[src/rtl/rom_image_pkg.sv]
// Shared types and constants for the image ROM reader.
// Optional build macro ROM_OREG_EN: ROM output register enabled, read latency 2 instead of 1.
package rom_image_pkg;

  localparam int unsigned PIX_W = 24;
  localparam logic [PIX_W-1:0] BG_COLOR_DEF = 24'h000000;

  // Width of the column/line counters.
  localparam int unsigned CNT_W = 16;

`ifdef ROM_OREG_EN
  localparam int unsigned LAT = 2;
`else
  localparam int unsigned LAT = 1;
`endif

  // Timing bundle carried alongside the ROM read.
  typedef struct packed {
    logic vs;
    logic hs;
    logic de;
    logic win;
  } timing_t;

endpackage

[src/rtl/video_delay_pipe.sv]
// Fixed-depth shift register with asynchronous active-low reset to zero.
module video_delay_pipe #(
  parameter int unsigned DEPTH = 1,
  parameter int unsigned WIDTH = 1
) (
  input  logic             clk,
  input  logic             rst_n,
  input  logic [WIDTH-1:0] data_i,
  output logic [WIDTH-1:0] data_o
);

  localparam int unsigned TOT_W = DEPTH * WIDTH;

  // Newest entry at the bottom; the oldest falls off the top.
  logic [TOT_W-1:0] stage_q;

  // Shift one entry per clock.
  always_ff @(posedge clk or negedge rst_n) begin
    if (!rst_n) begin
      stage_q <= '0;
    end else begin
      stage_q <= TOT_W'({stage_q, data_i});
    end
  end

  assign data_o = stage_q[TOT_W-1 -: WIDTH];

endmodule

[src/rtl/rom_image_reader.sv]
// Image ROM read initiator: places an IMG_W x IMG_H image inside the active video area,
// generates ROM addresses and re-times vs/hs/de to the returned pixel data.
// Optional build macro ROM_OREG_EN selects a 2-cycle ROM latency (total latency 3).
module rom_image_reader
  import rom_image_pkg::*;
#(
  parameter int unsigned           ADDR_WIDTH = 16,
  parameter int unsigned           DATA_WIDTH = PIX_W,
  parameter int unsigned           IMG_W      = 256,
  parameter int unsigned           IMG_H      = 256,
  parameter int unsigned           IMG_X0     = 0,
  parameter int unsigned           IMG_Y0     = 0,
  parameter logic [DATA_WIDTH-1:0] BG_COLOR   = BG_COLOR_DEF,
  parameter bit                    VS_POL     = 1'b1
) (
  input  logic                  clk,
  input  logic                  rst_n,
  input  logic                  vs_in,
  input  logic                  hs_in,
  input  logic                  de_in,
  output logic [ADDR_WIDTH-1:0] rom_addr,
  input  logic [DATA_WIDTH-1:0] rom_data,
  output logic                  vs_out,
  output logic                  hs_out,
  output logic                  de_out,
  output logic [DATA_WIDTH-1:0] rgb_out
);

  localparam int unsigned CMP_W = CNT_W + 1;
  localparam logic [CMP_W-1:0] X_LO = CMP_W'(IMG_X0);
  localparam logic [CMP_W-1:0] Y_LO = CMP_W'(IMG_Y0);
  localparam logic [CMP_W-1:0] W_CMP = CMP_W'(IMG_W);
  localparam logic [CMP_W-1:0] H_CMP = CMP_W'(IMG_H);
  localparam logic [ADDR_WIDTH-1:0] LINE_STEP = ADDR_WIDTH'(IMG_W);
  localparam logic [ADDR_WIDTH-1:0] ADDR_ONE = ADDR_WIDTH'(1);
  localparam logic [CNT_W-1:0] CNT_ONE = CNT_W'(1);

  if (64'(IMG_W) * 64'(IMG_H) > (64'd1 << ADDR_WIDTH)) begin : g_size_chk
    $error("rom_image_reader: IMG_W*IMG_H exceeds the ROM address space");
  end

  logic [CNT_W-1:0]      x_cnt_q, x_cnt_d, y_cnt_q, y_cnt_d;
  logic [ADDR_WIDTH-1:0] addr_cnt_q, addr_cnt_d, line_base_q, line_base_d;
  logic                  de_q, vs_act_q;
  logic                  vs_act, vs_edge, de_fall, x_in, y_in, in_win;
  logic [CMP_W-1:0]      x_off, y_off;

  assign vs_act  = (vs_in == VS_POL);
  assign vs_edge = vs_act & ~vs_act_q;
  assign de_fall = de_q & ~de_in;

  // Offset-then-compare: a counter below the origin wraps to a huge offset and fails the
  // upper bound, giving lo <= cnt < lo+size in one unsigned compare.
  assign x_off  = {1'b0, x_cnt_q} - X_LO;
  assign y_off  = {1'b0, y_cnt_q} - Y_LO;
  assign x_in   = (x_off < W_CMP);
  assign y_in   = (y_off < H_CMP);
  assign in_win = de_in & x_in & y_in;

  // Counter next-state; vsync edge wins over a coincident de falling edge.
  always_comb begin
    x_cnt_d     = x_cnt_q;
    y_cnt_d     = y_cnt_q;
    addr_cnt_d  = addr_cnt_q;
    line_base_d = line_base_q;
    if (vs_edge) begin
      x_cnt_d     = '0;
      y_cnt_d     = '0;
      addr_cnt_d  = '0;
      line_base_d = '0;
    end else if (de_fall) begin
      x_cnt_d = '0;
      y_cnt_d = y_cnt_q + CNT_ONE;
      // Jump to the next image row even if this line was clipped horizontally.
      if (y_in) begin
        line_base_d = line_base_q + LINE_STEP;
        addr_cnt_d  = line_base_d;
      end
    end else if (de_in) begin
      x_cnt_d = x_cnt_q + CNT_ONE;
      if (in_win) begin
        addr_cnt_d = addr_cnt_q + ADDR_ONE;
      end
    end
  end

  // Counter and edge-detect state.
  always_ff @(posedge clk or negedge rst_n) begin
    if (!rst_n) begin
      x_cnt_q     <= '0;
      y_cnt_q     <= '0;
      addr_cnt_q  <= '0;
      line_base_q <= '0;
      de_q        <= 1'b0;
      vs_act_q    <= 1'b0;
    end else begin
      x_cnt_q     <= x_cnt_d;
      y_cnt_q     <= y_cnt_d;
      addr_cnt_q  <= addr_cnt_d;
      line_base_q <= line_base_d;
      de_q        <= de_in;
      vs_act_q    <= vs_act;
    end
  end

  assign rom_addr = addr_cnt_q;

  timing_t tin, tlat;
  assign tin = '{vs: vs_in, hs: hs_in, de: de_in, win: in_win};

  video_delay_pipe #(
    .DEPTH(LAT),
    .WIDTH($bits(timing_t))
  ) u_lat_pipe (
    .clk   (clk),
    .rst_n (rst_n),
    .data_i(tin),
    .data_o(tlat)
  );

  logic [DATA_WIDTH-1:0] rgb_next;
  logic [DATA_WIDTH+2:0] oreg_in, oreg_out;

  // Pixel select at the ROM data stage: image, background, or blank.
  always_comb begin
    rgb_next = '0;
    if (tlat.win) begin
      rgb_next = rom_data;
    end else if (tlat.de) begin
      rgb_next = BG_COLOR;
    end
  end

  assign oreg_in = {tlat.vs, tlat.hs, tlat.de, rgb_next};

  video_delay_pipe #(
    .DEPTH(1),
    .WIDTH(DATA_WIDTH + 3)
  ) u_out_reg (
    .clk   (clk),
    .rst_n (rst_n),
    .data_i(oreg_in),
    .data_o(oreg_out)
  );

  assign {vs_out, hs_out, de_out, rgb_out} = oreg_out;

endmodule
[config.mk]
export PLATFORM = sky130hd
export DESIGN_NAME = rom_image_reader
export DESIGN_NICKNAME = d
export VERILOG_FILES = /design/src/rtl/rom_image_pkg.sv /design/src/rtl/video_delay_pipe.sv /design/src/rtl/rom_image_reader.sv
export SDC_FILE = /design/constraint.sdc
export NUM_CORES = 1
export LEC_CHECK = 0
export BUFFER_PORTS_ARGS = -buffer_cell sky130_fd_sc_hd__buf_2
export CAP_MARGIN = 20
export CELL_PAD_IN_SITES_DETAIL_PLACEMENT = 1
export CELL_PAD_IN_SITES_GLOBAL_PLACEMENT = 1
export CORE_MARGIN = 3
export CORE_UTILIZATION = 39
export CTS_CLUSTER_SIZE = 16
export DETAILED_ROUTE_END_ITERATION = 8
export GPL_TIMING_DRIVEN = 0
export PLACE_DENSITY_LB_ADDON = 0.1
export SETUP_SLACK_MARGIN = 0.5
export SYNTH_ARGS = -nofsm -noshare
export SYNTH_HDL_FRONTEND = slang
export SYNTH_SLANG_ARGS = --single-unit
[constraint.sdc]
create_clock -name clk -period 1.9 [get_ports clk]
set_input_delay 0.285 -clock clk [delete_from_list [all_inputs] [get_ports clk]]
set_output_delay 0.285 -clock clk [all_outputs]
set_load 0.05 [all_outputs]
==> results of run 1 <==
-- worst max-delay path, cell delays in order (launching register included) --
cell and delay (ns):
dfrtp_2 0.46, nor4_4 0.35, nand2_2 0.13, or2_1 0.28, or4_1 0.43, o22ai_1 0.18
-- layout make-up --
cell class              count  area (um2)  area share, %
flip-flops and latches     87        2203          38.43
multi-input cells         295        2216          38.65
clock buffers               9       123.9          2.161
inverters                   1       3.754        0.06547
clock inverters             7       71.32          1.244
well taps                 133       166.4          2.903
repair buffers            121       820.8          14.32
plain buffers              16       127.6          2.226
-- per-layer routing --
layer,routed length [um],share of wire [%],up-vias,global-route usage [%]
met4,244,2.0,0,5.297
met5,0,0,-,0
li1,-,-,1642,-
met2,6336,52,84,35.52
met1,5086,42,1756,26.38
met3,485,4.0,23,4.094
-- worst min path at each step --
| stage | startpoint | end | slack (ns) | depth (start not counted) |
|---|---|---|---|---|
| after floorplan | rst_n | line_base_q[10]$_DFFE_PN0P_ | -0.01 | 0 |
| after global placement | u_lat_pipe.data_o[2]$_DFF_PN0_ | u_out_reg.data_o[25]$_DFF_PN0_ | 0.34 | 0 |
| after detailed placement | rst_n | x_cnt_q[8]$_DFFE_PN0P_ | 0.36 | 1 |
| after CTS | hs_in | u_lat_pipe.data_o[2]$_DFF_PN0_ | 0.0004 | 1 |
| after global routing | de_in | u_lat_pipe.data_o[1]$_DFF_PN0_ | 0.05 | 1 |
| final | de_in | u_lat_pipe.data_o[1]$_DFF_PN0_ | 0.06 | 1 |
-- repair_timing --
| item | CTS | global route |
|---|---|---|
| resized for setup | 59 | 90 |
| setup buffers | 27 | 20 |
| endpoints found under the setup margin | 59 | 58 |
| hold buffers | 1 | 1 |
| cloned | 1 | 0 |
| endpoints found under the hold margin | 47 | 1 |
| pin swaps | 32 | 38 |
-- stage by stage --
step                      cells  setup TNS (ns)  cell area (um2)
after floorplan             398               0             4079
after CTS                   648               0             5239
after global placement      602          -27.86             4601
after global routing        669         -0.7056             5733
after detailed placement    603          -2.507             4623
final                       669        -0.01915             5733
-- power groups by stage --
stage                     combinational (mW)  clock (mW)  sequential (mW)
final                                  0.692        1.31             2.02
after global routing                   0.748        1.42             2.03
after CTS                              0.611        1.35             2.01
after detailed placement               0.539           0             2.05
after global placement                 0.524           0             2.04
after floorplan                        0.182           0             2.20
-- cells in the mapped netlist, drive strengths merged (3+ instances only) --
cell type  number
nor4            6
dfrtp          87
nand3          20
xor2           22
o32ai           4
o22ai           3
and4            4
nand4          15
ha              4
a21oi          21
nor2           55
nor3           12
nand2          40
xnor2          19
and2           24
or4             3
buf             4
and3            7
o21ai          12
clkbuf         12
or3             4
-- cells by family after synthesis --
| logic type | after synthesis | synth area share, % |
|---|---|---|
| and+or+nand+nor | 198 | 25.43 |
| buffers and inverters | 17 | 1.697 |
| AOI/OAI and AO/OA | 51 | 7.891 |
| adders and majority gates | 4 | 1.258 |
| xor gates and xnor gates | 41 | 9.022 |
| DFF | 87 | 54.70 |
-- registers in the layout, summed over array words and instances, names as in the netlist --
register / flops
vs_act_q: 1
u_lat_pipe.data_o: 3
u_out_reg.data_o: 27
rom_addr: 16
x_cnt_q: 16
line_base_q: 8
y_cnt_q: 16
-- layout by cell type (no fill, tap or decap), types with 3 or more instances in the layout --
master,n
inv_8,4
nand2_1,33
and2_1,24
nand3_1,11
xor2_1,22
o22ai_1,3
buf_6,17
dfrtp_1,66
nor2_4,9
nor3_4,4
xnor2_2,6
and3_4,4
clkbuf_8,10
a21oi_2,10
clkbuf_4,6
dfrtp_2,21
nand3_4,3
buf_4,40
nor3_1,7
nor2_1,45
xnor2_1,13
o21ai_0,5
buf_2,66
a21oi_1,9
nand2_2,6
and3_1,3
o21ai_1,5
or3_1,3
nor4_4,4
nand3_2,7
nand4_1,15
==> impl_metrics.ini, run 1 <==
[critical_path]
rr_startpoint = y_cnt_q[13]$_DFFE_PN0P_
critPathCapture = rom_addr[6]$_DFFE_PN0P_
r2r_end = rom_addr[6]$_DFFE_PN0P_
crit_start = y_cnt_q[13]$_DFFE_PN0P_
crit_type = register to register
crit_arrival_ns = 2.19
path_max_fanout = 3
rrSetupSlack_ns = -0.02
ff2ff_path_depth = 5
setup.worst_path.start_class = register
crit_required_ns = 2.17
end_kind = register

[clock_network]
cts_tree = built
cts_root_buf = clkbuf_8
cts_max_level = 3
insertion_delay_ns = 0.37
clockBufferDepth = 2
cts_buffers = 9
cts.sinks = 87
cts.clk_slew.worst_paths_ns = 0.10

[grt]
grtUsageTotal_pct = 20.57
grt_pass1_vias = 3671
grt_pass1_wl_um = 18660
antenna_found_initial = 0
grt_start_max_net_pins = 49
gr-total-overflow = 0

[die]
die_area_um2 = 11450
ios = 72
initial_core_util_pct = 40.35
die_height_um = 107.0
fp.dieW_um = 107.0
core_area_um2 = 9864
rows = 36

[synthesis]
synth_top_area_share_pct = 54.70
yosys_warnings = 0
synthCells = 398
yosysSeqAreaShare_pct = 54.70
synth_area_leader_cell = dfrtp_1
synthArstFlopShare_pct = 100.0
netlist_area_um2 = 3980
ys.flop_type = dfrtp_1
yosys-top-cells-area = dfrtp_1 (55%), nor2_1 (5.2%), xor2_1 (4.8%), xnor2_1 (4.2%), and2_1 (3.8%)
synth-edff-count = 0
syn_avg_cell_area_um2 = 10.00
ys_ff_latch = 87
yosys.cell_types.count = 40
synth_nets = 431

[power]
leakage_nw = 2.539
peakVddDrop_v = 0.0004645
switching_share_pct = 32.72
p_comb_share_pct = 17.2
power_density_nw_per_um2 = 701.5
power_switching_mw = 1.316
power.total_mw = 4.022
power.share.clock_pct = 32.6
p_seq_share_pct = 50.2
p_int_mw = 2.706

[route]
viasPerCell = 5.239
vias = 3505
drt_pass1_iterations = 4
antenna_left = 0
drc = 0
routed_wl_um = 12150
first_iter_violations = 130
wl_per_cell_um = 18.17

[job]
drv_cap = 0

[status]
outcome = finished with violations
violations = negative setup slack

[placed_design]
dp_hpwl_um = 7272
port_buffers = 71
place_ws_ns = -0.2632
place.gp.congestion = 0.7712

[worst_hold_path]
hp-class = input pin to register

[sta]
maxSlewViolCount = 0
min_period_ns = 1.919
setup_viol = 1
fin_worst_skew_ns = 0.01243
max_freq_ghz = 0.5211
fin_ws_ns = -0.01915
hold_viol_final = 0
whs_ns = 0.05634
rsz0062_at_grt = true
maxSlewHeadroom_pct = 56.43
worstMarginPinSlew_ns = 0.6536
post-route-period-util_pct = 101.0

[layout]
drive_gt1_share_pct = 46.08
diodes = 0
utilization_pct = 58.12
syn_to_final_growth_pct = 44.04
nFillCells = 1069
layout.nets = 564
No activity file was read; power rests on OpenSTA's default activity.
==> run 2: changes to the inputs <==
CORE_UTILIZATION = 43   (was 39)
clock period = 2.1 ns   (was 1.9 ns; I/O delays follow)
==> run 2 against run 1 <==
Largest cell class is now flip-flops and latches. The run now ends clean. Highest routed layer unchanged. Critical path depth up 1. Cell area down 9.9%. Via count down 2.9%.
==> impl_metrics.ini, run 2 (synthesis results as in run 1) <==
[route]
vias = 3402
antenna_left = 0
first_iter_violations = 204
routed_wl_um = 10990
drc = 0
wl_per_cell_um = 17.70
viasPerCell = 5.478
drt_pass1_iterations = 4

[layout]
diodes = 0
layout.nets = 541
drive_gt1_share_pct = 35.87
final_common_cell = buf_2
fin_cells = 621
stdcell_area_um2 = 5166
largest_reg_flops = 27
final_cell_mix = buf_2 (72), dfrtp_1 (67), nor2_1 (50)
syn_to_final_growth_pct = 29.80
utilization_pct = 58.39
nFillCells = 987

[grt]
grtUsageTotal_pct = 21.89
grt_start_max_net_pins = 63
grt_pass1_wl_um = 17910
grt_pass1_vias = 3474
antenna_found_initial = 0
gr-total-overflow = 0

[power]
peakVddDrop_v = 0.0004223
power_density_nw_per_um2 = 675.8
leakage_nw = 2.360
power.total_mw = 3.491

[clock_network]
clockBufferDepth = 2
cts.sinks = 87
cts_max_level = 3
cts_tree = built
cts_root_buf = clkbuf_8
cts.clk_slew.worst_paths_ns = 0.10
insertion_delay_ns = 0.37
cts_buffers = 9

[die]
core_area_um2 = 8848
fp.dieW_um = 102.2
rows = 34
initial_core_util_pct = 44.98
die_height_um = 102.2
die_area_um2 = 10450
ios = 72

[sta]
setup_viol = 0
tns_ns = 0
post-route-period-util_pct = 90.36
min_period_ns = 1.898
max_freq_ghz = 0.5270
maxSlewHeadroom_pct = 66.27
rsz0062_at_grt = true
fin_worst_skew_ns = 0.01630
hold_viol_final = 0
maxSlewViolCount = 0
worstMarginPinSlew_ns = 0.5033

[job]
drv_cap = 0

[critical_path]
path_max_fanout = 7
setup.worst_path.start_class = register
crit_arrival_ns = 2.19
crit_type = register to register
end_kind = register
crit_required_ns = 2.39

[status]
outcome = finished clean

[worst_hold_path]
hp-class = input pin to register

[placed_design]
dp_hpwl_um = 7244
placed_area_um2 = 4554
place.gp.congestion = 0.7576
dpl.cell_count = 578
port_buffers = 71
run 2: metal layers:
metal	vias up	wire, um	track usage, %
met5	-	0	0
met4	0	68	4.238
met3	9	453	4.437
met2	67	5566	35.43
met1	1724	4901	30.88
li1	1602	-	-
run 2: where the power goes:
part           internal, mW  switching, mW
Clock                 0.454          0.677
Combinational         0.175          0.366
Sequential             1.75         0.0705
Total                  2.38           1.11
run 2: final timing paths:
kind	startpoint	end	slack, ns	cells past startpoint
max	x_cnt_q[11]$_DFFE_PN0P_	rom_addr[0]$_DFFE_PN0P_	0.20	6
min	hs_in	u_lat_pipe.data_o[2]$_DFF_PN0_	0.06	1
max reg2reg	x_cnt_q[11]$_DFFE_PN0P_	rom_addr[0]$_DFFE_PN0P_	0.20	6
min reg2reg	u_lat_pipe.data_o[2]$_DFF_PN0_	u_out_reg.data_o[25]$_DFF_PN0_	0.37	0
max in group asynchronous	rst_n	y_cnt_q[13]$_DFFE_PN0P_	1.04	3
min in group asynchronous	rst_n	x_cnt_q[3]$_DFFE_PN0P_	0.40	2
run 2: area by class of cell:
cell class	count	area (um2)	area share [%]
flip-flops and latches	87	2202	42.63
multi-input cells	295	1954	37.83
repair buffers	98	590.6	11.43
well taps	108	135.1	2.616
clock buffers	9	123.9	2.398
plain buffers	16	97.59	1.889
clock inverters	7	58.81	1.138
inverters	1	3.754	0.07266
run 2: stage by stage:
| stage | setup WS [ns] | hold WS (ns) |
|---|---|---|
| 6_report | 0.2025 | 0.05956 |
| 5_1_grt | 0.09421 | 0.04197 |
| 4_1_cts | 0.2031 | 0.04778 |
| 3_5_place_dp | -0.06316 | 0.2622 |
| 3_3_place_gp | -0.1936 | 0.3431 |
| 2_1_floorplan | 0.2545 | 0.01941 |
run 2: repair_timing:
action                                  4_1_cts  5_1_grt
gates resized for setup                      37       35
endpoints found under the setup margin       52       42
pin swaps                                    11       24
endpoints found under the hold margin        25        0
hold buffers                                  1        0
gates cloned                                  0        1
buffers inserted                             12       13
run 2: worst max-delay path, stage by stage (launching register included):
cell	delay [ns]
dfrtp_2	0.46
nor4_4	0.34
a41oi_2	0.18
or2_1	0.25
buf_6	0.14
or3_4	0.32
a21oi_2	0.12
==> run 3: changes to the inputs <==
CORE_ASPECT_RATIO = 0.7   (was default)
CORE_UTILIZATION = 35   (was 43)
SETUP_SLACK_MARGIN = default   (was 0.5)
==> run 3 against run 2 <==
Maximum frequency down 5.5%. Via count down 4.7%. Die area up 22%. Clock power up 46%. Count of clock-buffer cells in the layout unchanged. Total power up 13%. Worst setup slack worse by 0.11 ns. Global-route usage down 3.9 points.
==> impl_metrics.ini, run 3 (synthesis results as in run 1) <==
[clock_network]
clockBufferDepth = 2
cts.sinks = 87
cts_max_level = 3
cts_buffers = 9
cts_tree = built
insertion_delay_ns = 0.35
cts.clk_slew.worst_paths_ns = 0.07
cts_root_buf = clkbuf_16

[critical_path]
rr_startpoint = rom_addr[0]$_DFFE_PN0P_
end_kind = register
worstPathCellList = ha_2, nand3_1, or4_4, nor3_1, a21oi_1, o32ai_1
setup.worst_path.start_class = register
r2r_end = rom_addr[12]$_DFFE_PN0P_
critPathTopFamily = simple AND/OR/NAND/NOR gates
rrSetupSlack_ns = 0.09
crit_type = register to register
slowest_delay_ns = 0.59
path_max_fanout = 6
ff2ff_path_depth = 6
cp_slowest_cell = or4_4
crit_arrival_ns = 2.25
cp_num_cells = 6
critPathBufInv = 0
crit_required_ns = 2.34

[placed_design]
place_ws_ns = -0.1950
place.gp.congestion = 0.7802
dp_hpwl_um = 7680
port_buffers = 71

[worst_hold_path]
min_delay_path_depth = 1
hold_start = hs_in
hold-path-endpoint = u_lat_pipe.data_o[2]$_DFF_PN0_
hp-class = input pin to register

[die]
ios = 72
die_height_um = 95.22
die_area_um2 = 12710
rows = 31
initial_core_util_pct = 37.18
core_area_um2 = 10710
fp.dieW_um = 133.5

[layout]
largest_reg_flops = 27
final_common_cell = dfrtp_1
layout.nets = 521
drive_gt1_share_pct = 23.73
diodes = 0
syn_to_final_growth_pct = 24.87
final_cell_mix = dfrtp_1 (80), buf_2 (71), nor2_1 (54)

[sta]
setup_viol = 0
post-route-period-util_pct = 95.63
max_freq_ghz = 0.4979
worstMarginPinSlew_ns = 0.9538
maxSlewViolCount = 0
maxSlewHeadroom_pct = 35.92
fin_worst_skew_ns = 0.01053
fin_ws_ns = 0.09170
hold_viol_final = 0
min_period_ns = 2.008
whs_ns = 0.06943

[grt]
grt_pass1_wl_um = 17940
grt_start_max_net_pins = 68
gr-total-overflow = 0
antenna_found_initial = 0
grtUsageTotal_pct = 17.94
grt_pass1_vias = 3455

[route]
first_iter_violations = 211
antenna_left = 0
wl_per_cell_um = 16.61
vias = 3242
drt_pass1_iterations = 4
routed_wl_um = 10650
viasPerCell = 5.058
drc = 0

[power]
leakage_nw = 2.265
peakVddDrop_v = 0.0003857
power_density_nw_per_um2 = 794.9

[job]
drv_cap = 0

[status]
outcome = finished clean
[run 3: changes by cell type in the layout (fill, tap and decap cells not counted), sizes merged]
cell    previous run  this run
clkbuf            20        21
buf              102        82
bufinv             0         1
nand3             21        20
clkinv             1         2
inv                6         4
[run 3: worst max path at each step]
stage,start,end,slack (ns)
after global routing,rom_addr[0]$_DFFE_PN0P_,rom_addr[14]$_DFFE_PN0P_,-0.009
after detailed placement,de_in,y_cnt_q[15]$_DFFE_PN0P_,-0.20
final,rom_addr[0]$_DFFE_PN0P_,rom_addr[12]$_DFFE_PN0P_,0.09
after floorplan,rom_addr[7]$_DFFE_PN0P_,rom_addr[15]$_DFFE_PN0P_,0.05
after CTS,rom_addr[0]$_DFFE_PN0P_,rom_addr[14]$_DFFE_PN0P_,0.02
after global placement,rst_n,rom_addr[0]$_DFFE_PN0P_,-0.36
[run 3: power breakdown]
group          internal (mW)  switching, mW  leakage, nW  total [mW]
combinational          0.140          0.346        0.965       0.486
sequential              1.75         0.0664         1.15        1.82
clock                  0.935          0.714        0.147        1.65
[run 3: final cells by class]
| class | count | area [um2] |
|---|---|---|
| sequential | 87 | 2186 |
| tap | 148 | 185.2 |
| clock inverter | 7 | 77.57 |
| inverter | 1 | 3.754 |
| timing repair buffer | 79 | 440.4 |
| multi-input combinational | 294 | 1782 |
| buffer | 16 | 70.07 |
| fill | 1232 | 5736 |
| clock buffer | 9 | 225.2 |
[run 3: per-layer routing]
| metal | GRT usage [%] | share of wire (%) | vias up |
|---|---|---|---|
| met3 | 5.116 | 5.4 | 9 |
| met4 | 4.880 | 0.94 | 0 |
| li1 | - | - | 1560 |
| met5 | 0 | 0 | - |
| met2 | 27.49 | 45 | 69 |
| met1 | 25.13 | 49 | 1604 |
[run 3: stage by stage]
stage | instances | total power [mW] | setup TNS [ns] | util (%) | area [um2]
finish | 641 | 3.950 | 0 | 46.42 | 4970
global route | 641 | 4.149 | -0.009219 | 46.42 | 4970
CTS | 637 | 4.008 | 0 | 45.78 | 4901
detailed placement | 618 | 2.330 | -1.841 | 42.53 | 4553
global placement | 617 | 2.312 | -17.08 | 42.25 | 4523
floorplan | 398 | 2.143 | 0 | - | 3983
[run 3: worst reg2reg max path, delay by kind of cell, from the launching register on]
kind,cells,cell delay [ns]
adder cells (fa/ha/maj),1,0.22
AND/OR/NAND/NOR,3,0.92
flip-flops,1,0.42
AO/OA/AOI/OAI,2,0.35
[run 3: timing repair]
item,4_1_cts,5_1_grt
gates resized for setup,3,17
gates cloned,0,0
hold buffers,1,0
buffers inserted,2,4
pin swaps,2,5
endpoints found under the hold margin,20,0
setup endpoints to repair,11,19
